### config.mk
export PLATFORM = sky130hd
export DESIGN_NAME = wb_queue_flat
export DESIGN_NICKNAME = d
export VERILOG_FILES = /design/src/rtl/wbq_pkg.sv /design/src/rtl/wb_queue_if.sv /design/src/rtl/wbq_match.sv /design/src/rtl/wb_queue.sv /design/src/flat_wrapper.sv
export SDC_FILE = /design/constraint.sdc
export NUM_CORES = 1
export LEC_CHECK = 0
export BUFFER_PORTS_ARGS = -buffer_cell sky130_fd_sc_hd__buf_2
export CAP_MARGIN = 20
export CORE_ASPECT_RATIO = 1.2
export CORE_MARGIN = 2
export CORE_UTILIZATION = 60
export DETAILED_ROUTE_END_ITERATION = 10
export PLACE_DENSITY = 0.88
export SLEW_MARGIN = 10
export SYNTH_ARGS = -nofsm -noshare
export SYNTH_HDL_FRONTEND = slang
export SYNTH_SLANG_ARGS = --single-unit
### constraint.sdc
create_clock -name clk -period 9.8 [get_ports clk]
set_input_delay 1.47 -clock clk [delete_from_list [all_inputs] [get_ports clk]]
set_output_delay 1.47 -clock clk [all_outputs]
set_load 0.02 [all_outputs]
### src/rtl/wbq_pkg.sv
// Shared types and defaults for the write-back queue.
package wbq_pkg;
   localparam int WBQ_DEPTH = 4;
   localparam int WBQ_AW    = 5;
   localparam int WBQ_DW    = 32;

   localparam logic [WBQ_AW-1:0] ADDR_ZERO = '0;

   typedef struct packed {
      logic [WBQ_AW-1:0] addr;
      logic [WBQ_DW-1:0] data;
   } wbq_entry_t;
endpackage

### src/rtl/wb_queue_if.sv
// Write request handshake from the write-back sources into the queue.
interface wb_queue_if #(
   parameter int AW = 5,
   parameter int DW = 32
);
   logic          WBQ_in_valid;
   logic          WBQ_in_ready;
   logic [AW-1:0] WBQ_in_addr;
   logic [DW-1:0] WBQ_in_data;

   modport master (
      output WBQ_in_valid,
      output WBQ_in_addr,
      output WBQ_in_data,
      input  WBQ_in_ready
   );

   modport slave (
      input  WBQ_in_valid,
      input  WBQ_in_addr,
      input  WBQ_in_data,
      output WBQ_in_ready
   );
endinterface

### src/rtl/wbq_match.sv
// One read port lookup: newest valid queued entry whose address equals rd_addr.
module wbq_match
   import wbq_pkg::*;
#(
   parameter int DEPTH = WBQ_DEPTH,
   parameter int AW    = WBQ_AW,
   parameter int DW    = WBQ_DW,
   localparam int PW   = $clog2(DEPTH)
) (
   input  logic [AW-1:0]             rd_addr,
   input  logic [DEPTH-1:0][AW-1:0]  ent_addr,
   input  logic [DEPTH-1:0][DW-1:0]  ent_data,
   input  logic [DEPTH-1:0]          ent_valid,
   input  logic [PW-1:0]             tail,
   output logic                      hit,
   output logic [DW-1:0]             fwd_data
);

   logic          found;
   logic [DW-1:0] found_data;
   logic [PW-1:0] idx;

   // Walk backwards from the newest slot so the first match wins.
   always_comb begin
      found      = 1'b0;
      found_data = '0;
      idx        = '0;
      for (int i = 0; i < DEPTH; i++) begin
         idx = tail - PW'(i + 1);
         if (!found && ent_valid[idx] && (ent_addr[idx] == rd_addr) &&
             (rd_addr != AW'(ADDR_ZERO))) begin
            found      = 1'b1;
            found_data = ent_data[idx];
         end
      end
      hit      = found;
      fwd_data = found_data;
   end

endmodule

### src/rtl/wb_queue.sv
// Write-back queue: in-order buffer of pending register writes with operand forwarding.
module wb_queue
   import wbq_pkg::*;
#(
   parameter int DEPTH = WBQ_DEPTH,
   parameter int AW    = WBQ_AW,
   parameter int DW    = WBQ_DW,
   localparam int PW   = $clog2(DEPTH)
) (
   input  logic           clk,
   input  logic           SYS_reset_n,
   wb_queue_if.slave      in_if,
   input  logic           WBQ_flush,
   input  logic           REG_port_busy,
   output logic           REG_write_1,
   output logic [AW-1:0]  REG_address_wr,
   output logic [DW-1:0]  REG_data_wb_in1,
   input  logic [AW-1:0]  REG_address1,
   input  logic [AW-1:0]  REG_address2,
   output logic           WBQ_hit1,
   output logic           WBQ_hit2,
   output logic [DW-1:0]  WBQ_fwd_data1,
   output logic [DW-1:0]  WBQ_fwd_data2,
   output logic [PW:0]    WBQ_count
);

   logic [DEPTH-1:0][AW-1:0] addr_q, addr_d;
   logic [DEPTH-1:0][DW-1:0] data_q, data_d;
   logic [PW-1:0]            head_q, head_d;
   logic [PW-1:0]            tail_q, tail_d;
   logic [PW:0]              count_q, count_d;

   logic                     not_empty;
   logic                     push;
   logic                     pop;
   logic [DEPTH-1:0]         valid_mask;
   logic [PW-1:0]            offset;

   assign not_empty = (count_q != '0);

   // Ready is held low during reset so the source never sees a phantom accept.
   assign in_if.WBQ_in_ready = SYS_reset_n && (count_q != (PW+1)'(DEPTH)) && !WBQ_flush;

   assign push = in_if.WBQ_in_valid && in_if.WBQ_in_ready &&
                 (in_if.WBQ_in_addr != AW'(ADDR_ZERO));
   assign pop  = REG_write_1;

   assign REG_write_1     = not_empty && !REG_port_busy && !WBQ_flush;
   assign REG_address_wr  = not_empty ? addr_q[head_q] : '0;
   assign REG_data_wb_in1 = not_empty ? data_q[head_q] : '0;
   assign WBQ_count       = count_q;

   always_comb begin
      valid_mask = '0;
      offset     = '0;
      for (int j = 0; j < DEPTH; j++) begin
         offset        = PW'(j) - head_q;
         valid_mask[j] = ({1'b0, offset} < count_q);
      end
   end

   always_comb begin
      addr_d  = addr_q;
      data_d  = data_q;
      head_d  = head_q;
      tail_d  = tail_q;
      count_d = count_q;
      if (WBQ_flush) begin
         head_d  = '0;
         tail_d  = '0;
         count_d = '0;
      end else begin
         if (push) begin
            addr_d[tail_q] = in_if.WBQ_in_addr;
            data_d[tail_q] = in_if.WBQ_in_data;
            tail_d         = tail_q + 1'b1;
         end
         if (pop) begin
            head_d = head_q + 1'b1;
         end
         case ({push, pop})
            2'b10:   count_d = count_q + 1'b1;
            2'b01:   count_d = count_q - 1'b1;
            default: count_d = count_q;
         endcase
      end
   end

   always_ff @(posedge clk or negedge SYS_reset_n) begin
      if (!SYS_reset_n) begin
         addr_q  <= '0;
         data_q  <= '0;
         head_q  <= '0;
         tail_q  <= '0;
         count_q <= '0;
      end else begin
         addr_q  <= addr_d;
         data_q  <= data_d;
         head_q  <= head_d;
         tail_q  <= tail_d;
         count_q <= count_d;
      end
   end

   wbq_match #(.DEPTH(DEPTH), .AW(AW), .DW(DW)) u_match1 (
      .rd_addr   (REG_address1),
      .ent_addr  (addr_q),
      .ent_data  (data_q),
      .ent_valid (valid_mask),
      .tail      (tail_q),
      .hit       (WBQ_hit1),
      .fwd_data  (WBQ_fwd_data1)
   );

   wbq_match #(.DEPTH(DEPTH), .AW(AW), .DW(DW)) u_match2 (
      .rd_addr   (REG_address2),
      .ent_addr  (addr_q),
      .ent_data  (data_q),
      .ent_valid (valid_mask),
      .tail      (tail_q),
      .hit       (WBQ_hit2),
      .fwd_data  (WBQ_fwd_data2)
   );

endmodule
### src/flat_wrapper.sv
// flat-port wrapper written by rule: the top's interface ports become plain ports
module wb_queue_flat import wbq_pkg::*;
#(
   parameter int DEPTH = WBQ_DEPTH,
   parameter int AW    = WBQ_AW,
   parameter int DW    = WBQ_DW,
   localparam int PW   = $clog2(DEPTH)
)
  (clk, SYS_reset_n, WBQ_flush, REG_port_busy, REG_write_1, REG_address_wr, REG_data_wb_in1, REG_address1, REG_address2, WBQ_hit1, WBQ_hit2, WBQ_fwd_data1, WBQ_fwd_data2, WBQ_count, in_if_WBQ_in_valid, in_if_WBQ_in_addr, in_if_WBQ_in_data, in_if_WBQ_in_ready);
  wb_queue_if #(.AW(AW), .DW(DW)) in_if_i ();
  input  logic clk;
  input  logic SYS_reset_n;
  input  logic WBQ_flush;
  input  logic REG_port_busy;
  output logic REG_write_1;
  output logic [AW-1:0] REG_address_wr;
  output logic [DW-1:0] REG_data_wb_in1;
  input  logic [AW-1:0] REG_address1;
  input  logic [AW-1:0] REG_address2;
  output logic WBQ_hit1;
  output logic WBQ_hit2;
  output logic [DW-1:0] WBQ_fwd_data1;
  output logic [DW-1:0] WBQ_fwd_data2;
  output logic [PW:0] WBQ_count;
  input wire logic [$bits(in_if_i.WBQ_in_valid)-1:0] in_if_WBQ_in_valid;
  input wire logic [$bits(in_if_i.WBQ_in_addr)-1:0] in_if_WBQ_in_addr;
  input wire logic [$bits(in_if_i.WBQ_in_data)-1:0] in_if_WBQ_in_data;
  output wire logic [$bits(in_if_i.WBQ_in_ready)-1:0] in_if_WBQ_in_ready;
  assign in_if_i.WBQ_in_valid = in_if_WBQ_in_valid;
  assign in_if_i.WBQ_in_addr = in_if_WBQ_in_addr;
  assign in_if_i.WBQ_in_data = in_if_WBQ_in_data;
  assign in_if_WBQ_in_ready = in_if_i.WBQ_in_ready;
  wb_queue #(.DEPTH(DEPTH), .AW(AW), .DW(DW)) u_core (.clk(clk), .SYS_reset_n(SYS_reset_n), .in_if(in_if_i), .WBQ_flush(WBQ_flush), .REG_port_busy(REG_port_busy), .REG_write_1(REG_write_1), .REG_address_wr(REG_address_wr), .REG_data_wb_in1(REG_data_wb_in1), .REG_address1(REG_address1), .REG_address2(REG_address2), .WBQ_hit1(WBQ_hit1), .WBQ_hit2(WBQ_hit2), .WBQ_fwd_data1(WBQ_fwd_data1), .WBQ_fwd_data2(WBQ_fwd_data2), .WBQ_count(WBQ_count));
endmodule
Word-level counts from Yosys, hierarchy flattened
Index checks and enable logic that the tools add are counted.
{"block": "op_classes", "bitwise": 1, "n_lt_le_gt_ge": 10, "n_eq_ne": 11, "addsub": 11, "n_reduce_logical": 45, "n_mux": 58}
{"operator": "$mux 32", "count": 15}
{"operator": "$bmux 32 s2", "count": 5}
{"operator": "$bwmux 128", "count": 1}
{"operator": "$demux 32 s2", "count": 1}
{"operator": "$bmux 5 s2", "count": 5}
{"operator": "$eq 5x5->1", "count": 8}
{"operator": "$mux 5", "count": 7}
{"operator": "$logic_and 1x1->1", "count": 29}
{"operator": "$bwmux 20", "count": 1}
{"operator": "$lt 2x3->1 const B", "count": 5}
{"operator": "$reduce_bool 5->1", "count": 3}
{"operator": "$lt 2x3->1", "count": 4}
{"operator": "$mux 1", "count": 12}
{"operator": "$demux 5 s2", "count": 1}
{"operator": "$bmux 1 s2", "count": 4}
{"operator": "$logic_not 1->1", "count": 8}
{"operator": "$mux 2", "count": 4}
{"operator": "$pmux 3 s2", "count": 1}
{"operator": "$reduce_bool 3->1", "count": 2}
{"operator": "$add 2x1->2 const B", "count": 2}
{"operator": "$reduce_bool 2->1", "count": 2}
{"operator": "$sub 1x2->2 const A", "count": 2}
{"operator": "$sub 2x2->2 const A", "count": 2}
{"operator": "$sub 2x2->2 const B", "count": 2}
{"operator": "other kinds (10)", "count": 10}
{"block": "totals", "regBits": 155, "word_cells": 147, "output_inout_bits": 108}

Longest topological paths before layout
Gate-level depths: netlist of the first run.
{"block": "logic_depth", "depth_word": 22, "depth_mapped": 15, "ltp_nobuf": 10}

By module
Synthesis of the first run repeated with hierarchy kept, for this count alone.
{"block": "unflattened", "cells_unflattened": 1729, "area_unflattened_um2": 16776.1}
{"module": "wbq_match", "cells_per_inst": 631, "seq_area_each_um2": 0.0, "area_per_inst_um2": 4714.5, "n_inst": 2}
{"module": "wb_queue", "cells_per_inst": 467, "seq_area_each_um2": 3878.7, "area_per_inst_um2": 7347.0, "n_inst": 1}

Worst setup path after synthesis of the first run
Ideal clock, no wire load.
{"block": "synth_path", "path_type": "flip-flop to output port", "from": "register u_core.head_q[1]", "to": "output port WBQ_fwd_data2[10]", "required_time_ns": 8.330, "setup_slack_ns": 4.325, "path_stages_with_launch": 13, "n_path_buf": 3, "t_arrival_ns": 4.005, "path_cell_list": "dfrtp_1 > buf_1 > clkbuf_1 > inv_1 > ha_1 > a21boi_1 > o21ba_1 > mux4_2 > or4_4 > nor4_4 > buf_6 > nand2_1 > o21ai_1"}
{"block": "synth_between", "elab_chain_cells": 22, "elab_cells_between_ends": 37}
{"element": "start, declared", "line_no": "wb_queue.sv:29", "source": "logic [PW-1:0] head_q, head_d;"}
{"element": "start signal, assigned", "line_no": "wb_queue.sv:93", "source": "head_q <= '0;"}
{"element": "start signal, assigned", "line_no": "wb_queue.sv:99", "source": "head_q <= head_d;"}
{"element": "$sub 1x2->2 / $sub 2x2->2 (equally long branches)", "line_no": "wb_queue.sv:57", "source": "offset = PW'(j) - head_q;"}
{"element": "$lt 2x3->1", "line_no": "wb_queue.sv:58", "source": "valid_mask[j] = ({1'b0, offset} < count_q);"}
{"element": "$bmux 1 s2", "line_no": "wbq_match.sv:30", "source": "if (!found && ent_valid[idx] && (ent_addr[idx] == rd_addr) &&"}
{"element": "$mux 1 (implied by the code)", "line_no": "wbq_match.sv:30"}
{"element": "$logic_and 1x1->1 (2 in a row)", "line_no": "wbq_match.sv:30"}
{"element": "$mux 1", "line_no": "wbq_match.sv:30"}
{"element": "$logic_not 1->1", "line_no": "wbq_match.sv:30"}
{"element": "$logic_and 1x1->1 (3 in a row)", "line_no": "wbq_match.sv:30"}
{"element": "$mux 1", "line_no": "wbq_match.sv:30"}
{"element": "$logic_not 1->1", "line_no": "wbq_match.sv:30"}
{"element": "$logic_and 1x1->1 (3 in a row)", "line_no": "wbq_match.sv:30"}
{"element": "$mux 1", "line_no": "wbq_match.sv:30"}
{"element": "$logic_not 1->1", "line_no": "wbq_match.sv:30"}
{"element": "$logic_and 1x1->1 (3 in a row)", "line_no": "wbq_match.sv:30"}
{"element": "$mux 32 *", "line_no": "wbq_match.sv:30"}
{"element": "end, declared", "line_no": "flat_wrapper.sv:23", "source": "output logic [DW-1:0] WBQ_fwd_data2;"}
Every way passes the cells marked *; elsewhere a longest branch is shown, timed or not. The select of a mux whose other input is x is not followed.

Worst setup path after layout of the first run
{"block": "layout_path", "from": "register u_core.head_q[1]", "to": "output port WBQ_fwd_data1[9]"}
{"block": "layout_between", "elab_chain_cells": 22, "elab_cells_between_ends": 37}
{"element": "$sub 1x2->2 / $sub 2x2->2 (equally long branches)", "line_no": "wb_queue.sv:57"}
{"element": "$lt 2x3->1", "line_no": "wb_queue.sv:58"}
{"element": "$bmux 1 s2", "line_no": "wbq_match.sv:30"}
{"element": "$mux 1 (implied by the code)", "line_no": "wbq_match.sv:30"}
{"element": "$logic_and 1x1->1 (2 in a row)", "line_no": "wbq_match.sv:30"}
{"element": "$mux 1", "line_no": "wbq_match.sv:30"}
{"element": "$logic_not 1->1", "line_no": "wbq_match.sv:30"}
{"element": "$logic_and 1x1->1 (3 in a row)", "line_no": "wbq_match.sv:30"}
{"element": "$mux 1", "line_no": "wbq_match.sv:30"}
{"element": "$logic_not 1->1", "line_no": "wbq_match.sv:30"}
{"element": "$logic_and 1x1->1 (3 in a row)", "line_no": "wbq_match.sv:30"}
{"element": "$mux 1", "line_no": "wbq_match.sv:30"}
{"element": "$logic_not 1->1", "line_no": "wbq_match.sv:30"}
{"element": "$logic_and 1x1->1 (3 in a row)", "line_no": "wbq_match.sv:30"}
{"element": "$mux 32 *", "line_no": "wbq_match.sv:30"}
{"element": "end, declared", "line_no": "flat_wrapper.sv:22", "source": "output logic [DW-1:0] WBQ_fwd_data1;"}
Marked as above.

==> results of run 1 <==
## power by group
| group | internal, mW | switching, mW | leakage, nW |
|---|---|---|---|
| clock network | 0.417 | 0.284 | 0.289 |
| logic | 0.949 | 0.861 | 3.64 |
| registers | 0.837 | 0.337 | 2.01 |
## through the flow
step / instance area (µm²) / std cells / setup slack, ns
2_1_floorplan: 13100 / 1021 / 4.33
3_3_place_gp: 13900 / 1363 / 3.78
3_5_place_dp: 14000 / 1366 / 3.60
4_1_cts: 14600 / 1398 / 3.04
5_1_grt: 14600 / 1399 / 2.70
6_report: 14600 / 1400 / 2.93
## how the worst max path moves through the flow
stage	from	cells after the start	endpoint	slack (ns)
after detailed placement	u_core.head_q[1]$_DFFE_PN0P_	12	WBQ_fwd_data1[30]	3.60
after global routing	u_core.head_q[1]$_DFFE_PN0P_	13	WBQ_fwd_data1[22]	2.70
final	u_core.head_q[1]$_DFFE_PN0P_	13	WBQ_fwd_data1[9]	2.93
after floorplan	u_core.head_q[1]$_DFFE_PN0P_	12	WBQ_fwd_data2[10]	4.33
after global placement	u_core.head_q[1]$_DFFE_PN0P_	12	WBQ_fwd_data1[30]	3.78
after CTS	u_core.head_q[1]$_DFFE_PN0P_	13	WBQ_fwd_data1[9]	3.04
## per-layer routing
| metal | part of all wire | global-route usage |
|---|---|---|
| met2 | 0.49 | 0.541 |
| met1 | 0.35 | 0.428 |
| met5 | 0.00062 | 0 |
| met4 | 0.052 | 0.184 |
| met3 | 0.11 | 0.0850 |
## critical path, cell delays in order (launching register included)
cell and delay (ns):
dfrtp_2 0.81, buf_4 0.57, inv_1 0.16, ha_1 0.35, a21boi_1 0.15, o21ba_1 0.28, mux4_2 0.59, nor4_4 0.27
buf_4 0.51, nor3_2 0.10, buf_4 0.32, a221oi_1 0.47, o2bb2ai_1 0.18, buf_2 0.19
## synth_stat cells (all sizes together), types with 7 or more instances
library cell,n,area (µm²)
nor4,7,73.8
nand2,46,173
nor2,72,270
xor2,8,70.1
inv,7,26.3
a221oi,62,543
mux2i,11,110
a21oi,9,45.0
o2bb2ai,31,272
xnor2,35,307
nor3,13,86.3
ha,8,100
mux2,150,1690
buf,33,206
dfrtp,155,3880
nor2b,41,262
clkbuf,73,274
o21ai,34,170
mux4,187,4230
## cell type report
class	instances	area, µm²
Multi-Input combinational cell	753	8740
Clock inverter	12	164
Tap cell	274	343
Antenna cell	1	2.50
Inverter	7	26.3
Fill cell	1494	6940
Sequential cell	155	3890
Timing Repair Buffer	178	995
Clock buffer	20	457
## logic make-up after synthesis
kind of cell    count (synthesis)
fa+ha+maj                       9
mux                           348
simple gates                  203
xor+xnor                       43
compound gates                150
flops                         155
buf+inv                       113
## flip-flops by register name, indices dropped and copies added (netlist names)
name              flops
u_core.head_q         2
u_core.WBQ_count      3
u_core.addr_q        20
u_core.tail_q         2
u_core.data_q       128
==> flow_summary.toml, run 1 <==
[status]
status = "complete, no violations"

[logic_synthesis]
synth_top_family_by_area = "multiplexers"
synth-compound-area-share = 0.0875
syn_area_per_cell_um2 = 12.8
synth_area_um2 = 13100
synth_seq_cells = 155
synthXorXnorAreaFrac = 0.0288
synth_warnings = 0
synthFlopType = "dfrtp_1"
postSynth.asyncResetShare = 1.00
syn_nets = 1082
yosysSeqAreaShare = 0.297
netlist_instances = 1021
synth_mux_area_frac = 0.461
synth_simple_gate_area_share = 0.0783
synth_edf_count = 0
synth_adder_area_share = 0.00919
ys_types = 50

[setup_path]
reg2reg_depth = 8
worstReg2RegStart = "u_core.WBQ_count[2]$_DFFE_PN0P_"
end_kind = "output port"
rrSetupSlack_ns = 6.56
r2r-end = "u_core.WBQ_count[2]$_DFFE_PN0P_"
crit_fanout = 34
worstPathArrival_ns = 5.40
startpoint_type = "register"
critPathKind = "register to output port"
critPathRequiredTime_ns = 8.33

[power]
powerDensity_nw_per_um2 = 252
p_leak_nw = 5.94
ir_drop_uv = 143
finalPower_mw = 3.68

[clock_network]
ctsRootBufferMaster = "clkbuf_16"
clk_latency_ns = 0.44
postCtsSetupBuffers = 0
cts.path.max_buffers = 2
cts_resized = 0
ctsHoldBuffers = 0
path_clk_slew_ns = 0.06
cts_buffers = 17
cts_tree = "built"
cts_num_sinks = 155
htree_levels = 4

[hold_path]
min_to = "u_core.data_q[12]$_DFFE_PN0P_"
hp-start = "u_core.data_q[12]$_DFFE_PN0P_"
holdCritPathClass = "register to register"
min_path_cells = 1

[sta]
finalHoldViolCount = 0
period_share = 0.701
rsz0062_at_grt = "no"
finalSetupTns_ns = 0
period_needed_ns = 6.87
final-setup-viol-count = 0
slew_violations = 0
holdWs_ns = 0.596
finalClockSkew_ns = 0.00929
max_freq_ghz = 0.145
maxSlewHeadroom = 0.308
tightest_slew_ns = 1.04

[floorplan]
die_y_um = 166
die_w_um = 139
dieArea_um2 = 23000
initial_core_util = 0.607
core_area_um2 = 21600
ios = 160
rows = 59

[finish]
final_common_cell = "mux4_2"
drive_above_1_share = 0.504
layout_common_cells = "mux4_2 (183), buf_2 (158), dfrtp_1 (151), mux2_2 (150), nor2_1 (72)"
final_util = 0.678
nets = 1173
area_growth_syn_to_layout_pct = 11.8

[routing]
drc_errors = 0
ant_nets = 0
drt_iter0_markers = 1396
routed_wl_mm = 38.5
avgRoutedWirePerCell_um = 27.5
dr.pass1.iters = 5
vias_per_cell = 7.70
num_vias = 10800

[grt]
grt_pass1_wl_mm = 61.3
track_usage = 0.338
grt_max_degree = 67
gr-total-overflow = 0
grt_pass1_vias = 11100
antenna_found_initial = 2

[place]
port_buffers = 159
dp.final_hpwl_mm = 23.2
routabilityCongestion = 0.914

[job]
drv_cap = 0
(Power assumes the default switching activity.)
==> inputs of run 2 (changes only) <==
==> constraint.sdc (replaced) <==
create_clock -name clk -period 6.9 [get_ports clk]
set_input_delay 1.035 -clock clk [delete_from_list [all_inputs] [get_ports clk]]
set_output_delay 1.035 -clock clk [all_outputs]
set_load 0.02 [all_outputs]
==> run 2 against run 1 <==
Effect of this change: utilization fell by 0.37 points; final cell count is 0.21% higher; clock-buffer cell count stayed put; critical path type unchanged; largest cell class unchanged; largest power group unchanged; highest routed layer unchanged.
==> flow_summary.toml, run 2 (synthesized netlist as in run 1, its figures left out) <==
[sta]
maxSlewHeadroom = 0.314
setup_slack_ns = 0.873
finalHoldViolCount = 0
rsz0062_at_grt = "no"
final-setup-viol-count = 0
period_share = 0.873
slew_violations = 0
period_needed_ns = 6.03
max_freq_ghz = 0.166
tightest_slew_ns = 1.03
finalClockSkew_ns = 0.00665
finalSetupTns_ns = 0

[setup_path]
critPathKind = "register to output port"
startpoint_type = "register"
worstReg2RegStart = "u_core.tail_q[0]$_DFFE_PN0P_"
crit_fanout = 39
end_kind = "output port"
critPathRequiredTime_ns = 5.86
rrSetupSlack_ns = 3.92
startpoint = "u_core.tail_q[1]$_DFFE_PN0P_"
worstSetupEndpoint = "WBQ_fwd_data2[0]"
reg2reg_depth = 5
worstPathArrival_ns = 4.99
r2r-end = "u_core.data_q[114]$_DFFE_PN0P_"

[routing]
num_vias = 10700
ant_nets = 0
dr.pass1.iters = 8
routed_wl_mm = 37.9
vias_per_cell = 7.61
drc_errors = 0
avgRoutedWirePerCell_um = 27.0
drt_iter0_markers = 1392

[place]
port_buffers = 159
place_ws_ns = 1.54
dp.final_hpwl_mm = 23.1
routabilityCongestion = 0.919

[clock_network]
cts_tree = "built"
ctsRootBufferMaster = "clkbuf_16"
cts_resized = 0
clk_latency_ns = 0.43
path_clk_slew_ns = 0.06
cts_num_sinks = 155
htree_levels = 4
ctsHoldBuffers = 0
postCtsSetupBuffers = 0
cts.path.max_buffers = 2
cts_buffers = 17

[grt]
gr-total-overflow = 0
grt_pass1_wl_mm = 60.7
track_usage = 0.336
grt_max_degree = 85
grt_pass1_vias = 11000
antenna_found_initial = 5

[finish]
n_fill_cell = 1493
drive_above_1_share = 0.502
largest_reg_flops = 128
layout_common_cells = "mux4_2 (183), buf_2 (158), dfrtp_1 (151), mux2_2 (150), nor2_1 (72)"
regMostFlops = "u_core.data_q"
nets = 1172
area_growth_syn_to_layout_pct = 11.2
final_common_cell = "mux4_2"
seq_area_um2 = 3890
multi_input_area_um2 = 8740

[floorplan]
die_w_um = 139
initial_core_util = 0.607
dieArea_um2 = 23000
die_y_um = 166
rows = 59
core_area_um2 = 21600
ios = 160

[power]
ir_drop_uv = 222
p_leak_nw = 5.90
powerDensity_nw_per_um2 = 354

[hold_path]
min_path_cells = 1
holdCritPathClass = "register to register"

[status]
status = "complete, no violations"

[job]
drv_cap = 0
==> run 2: cell types whose count changed in the layout (fill, tap and decap cells not counted) <==
cell / previous run / this run
diode_2: 1 / 5
buf_12: 4 / 2
inv_6: 2 / 1
clkbuf_1: 1 / 3
clkinv_4: 3 / 0
buf_6: 1 / 2
clkbuf_8: 2 / 0
bufinv_16: 3 / 2
clkinv_2: 0 / 5
==> run 2: area by class of cell <==
| cell class | count | area share |
|---|---|---|
| multi-input cells | 753 | 0.601 |
| clock inverters | 12 | 0.00852 |
| flip-flops and latches | 155 | 0.267 |
| well taps | 274 | 0.0236 |
| diodes | 5 | 0.000861 |
| clock buffers | 20 | 0.0300 |
| inverters | 7 | 0.00181 |
| repair buffers | 177 | 0.0664 |
==> run 2: worst min-delay path by stage <==
| stage | start | endpoint | slack, ns |
|---|---|---|---|
| after floorplan | u_core.addr_q[9]$_DFFE_PN0P_ | u_core.addr_q[9]$_DFFE_PN0P_ | 0.54 |
| after global placement | u_core.data_q[92]$_DFFE_PN0P_ | u_core.data_q[92]$_DFFE_PN0P_ | 0.56 |
| after detailed placement | u_core.data_q[49]$_DFFE_PN0P_ | u_core.data_q[49]$_DFFE_PN0P_ | 0.58 |
| after CTS | u_core.data_q[33]$_DFFE_PN0P_ | u_core.data_q[33]$_DFFE_PN0P_ | 0.60 |
| after global routing | u_core.data_q[26]$_DFFE_PN0P_ | u_core.data_q[26]$_DFFE_PN0P_ | 0.62 |
| final | u_core.data_q[33]$_DFFE_PN0P_ | u_core.data_q[33]$_DFFE_PN0P_ | 0.60 |
==> run 2: power breakdown <==
group | switching, mW | internal, mW
registers | 0.458 | 1.19
clock network | 0.385 | 0.530
logic | 1.24 | 1.35
total | 2.08 | 3.07
==> run 2: metal layers <==
metal,track usage,share of wire,vias up
met4,0.195,0.053,2
li1,-,-,4308
met5,0,0.00034,-
met1,0.416,0.35,5346
met2,0.532,0.49,840
met3,0.0954,0.11,187
==> run 2: worst max-delay path: stages (launching register included) <==
cell      delay [ns]
dfrtp_4         0.87
inv_2           0.23
ha_4            0.68
mux4_2          0.44
xnor2_1         0.18
nand4_1         0.18
nor3_2          0.29
nor2b_4         0.88
a221oi_1        0.33
o21ai_1         0.24
buf_2           0.19
==> run 2: per-stage QoR <==
step                power [mW]  utilization  cells  hold slack, ns  area (µm²)
floorplan                 3.47            -   1021           0.542       13100
global placement          4.02        0.646   1364           0.564       13900
detailed placement        4.15        0.647   1365           0.582       13900
CTS                       5.10        0.673   1397           0.598       14500
global route              5.38        0.674   1401           0.623       14500
finish                    5.15        0.674   1403           0.599       14500
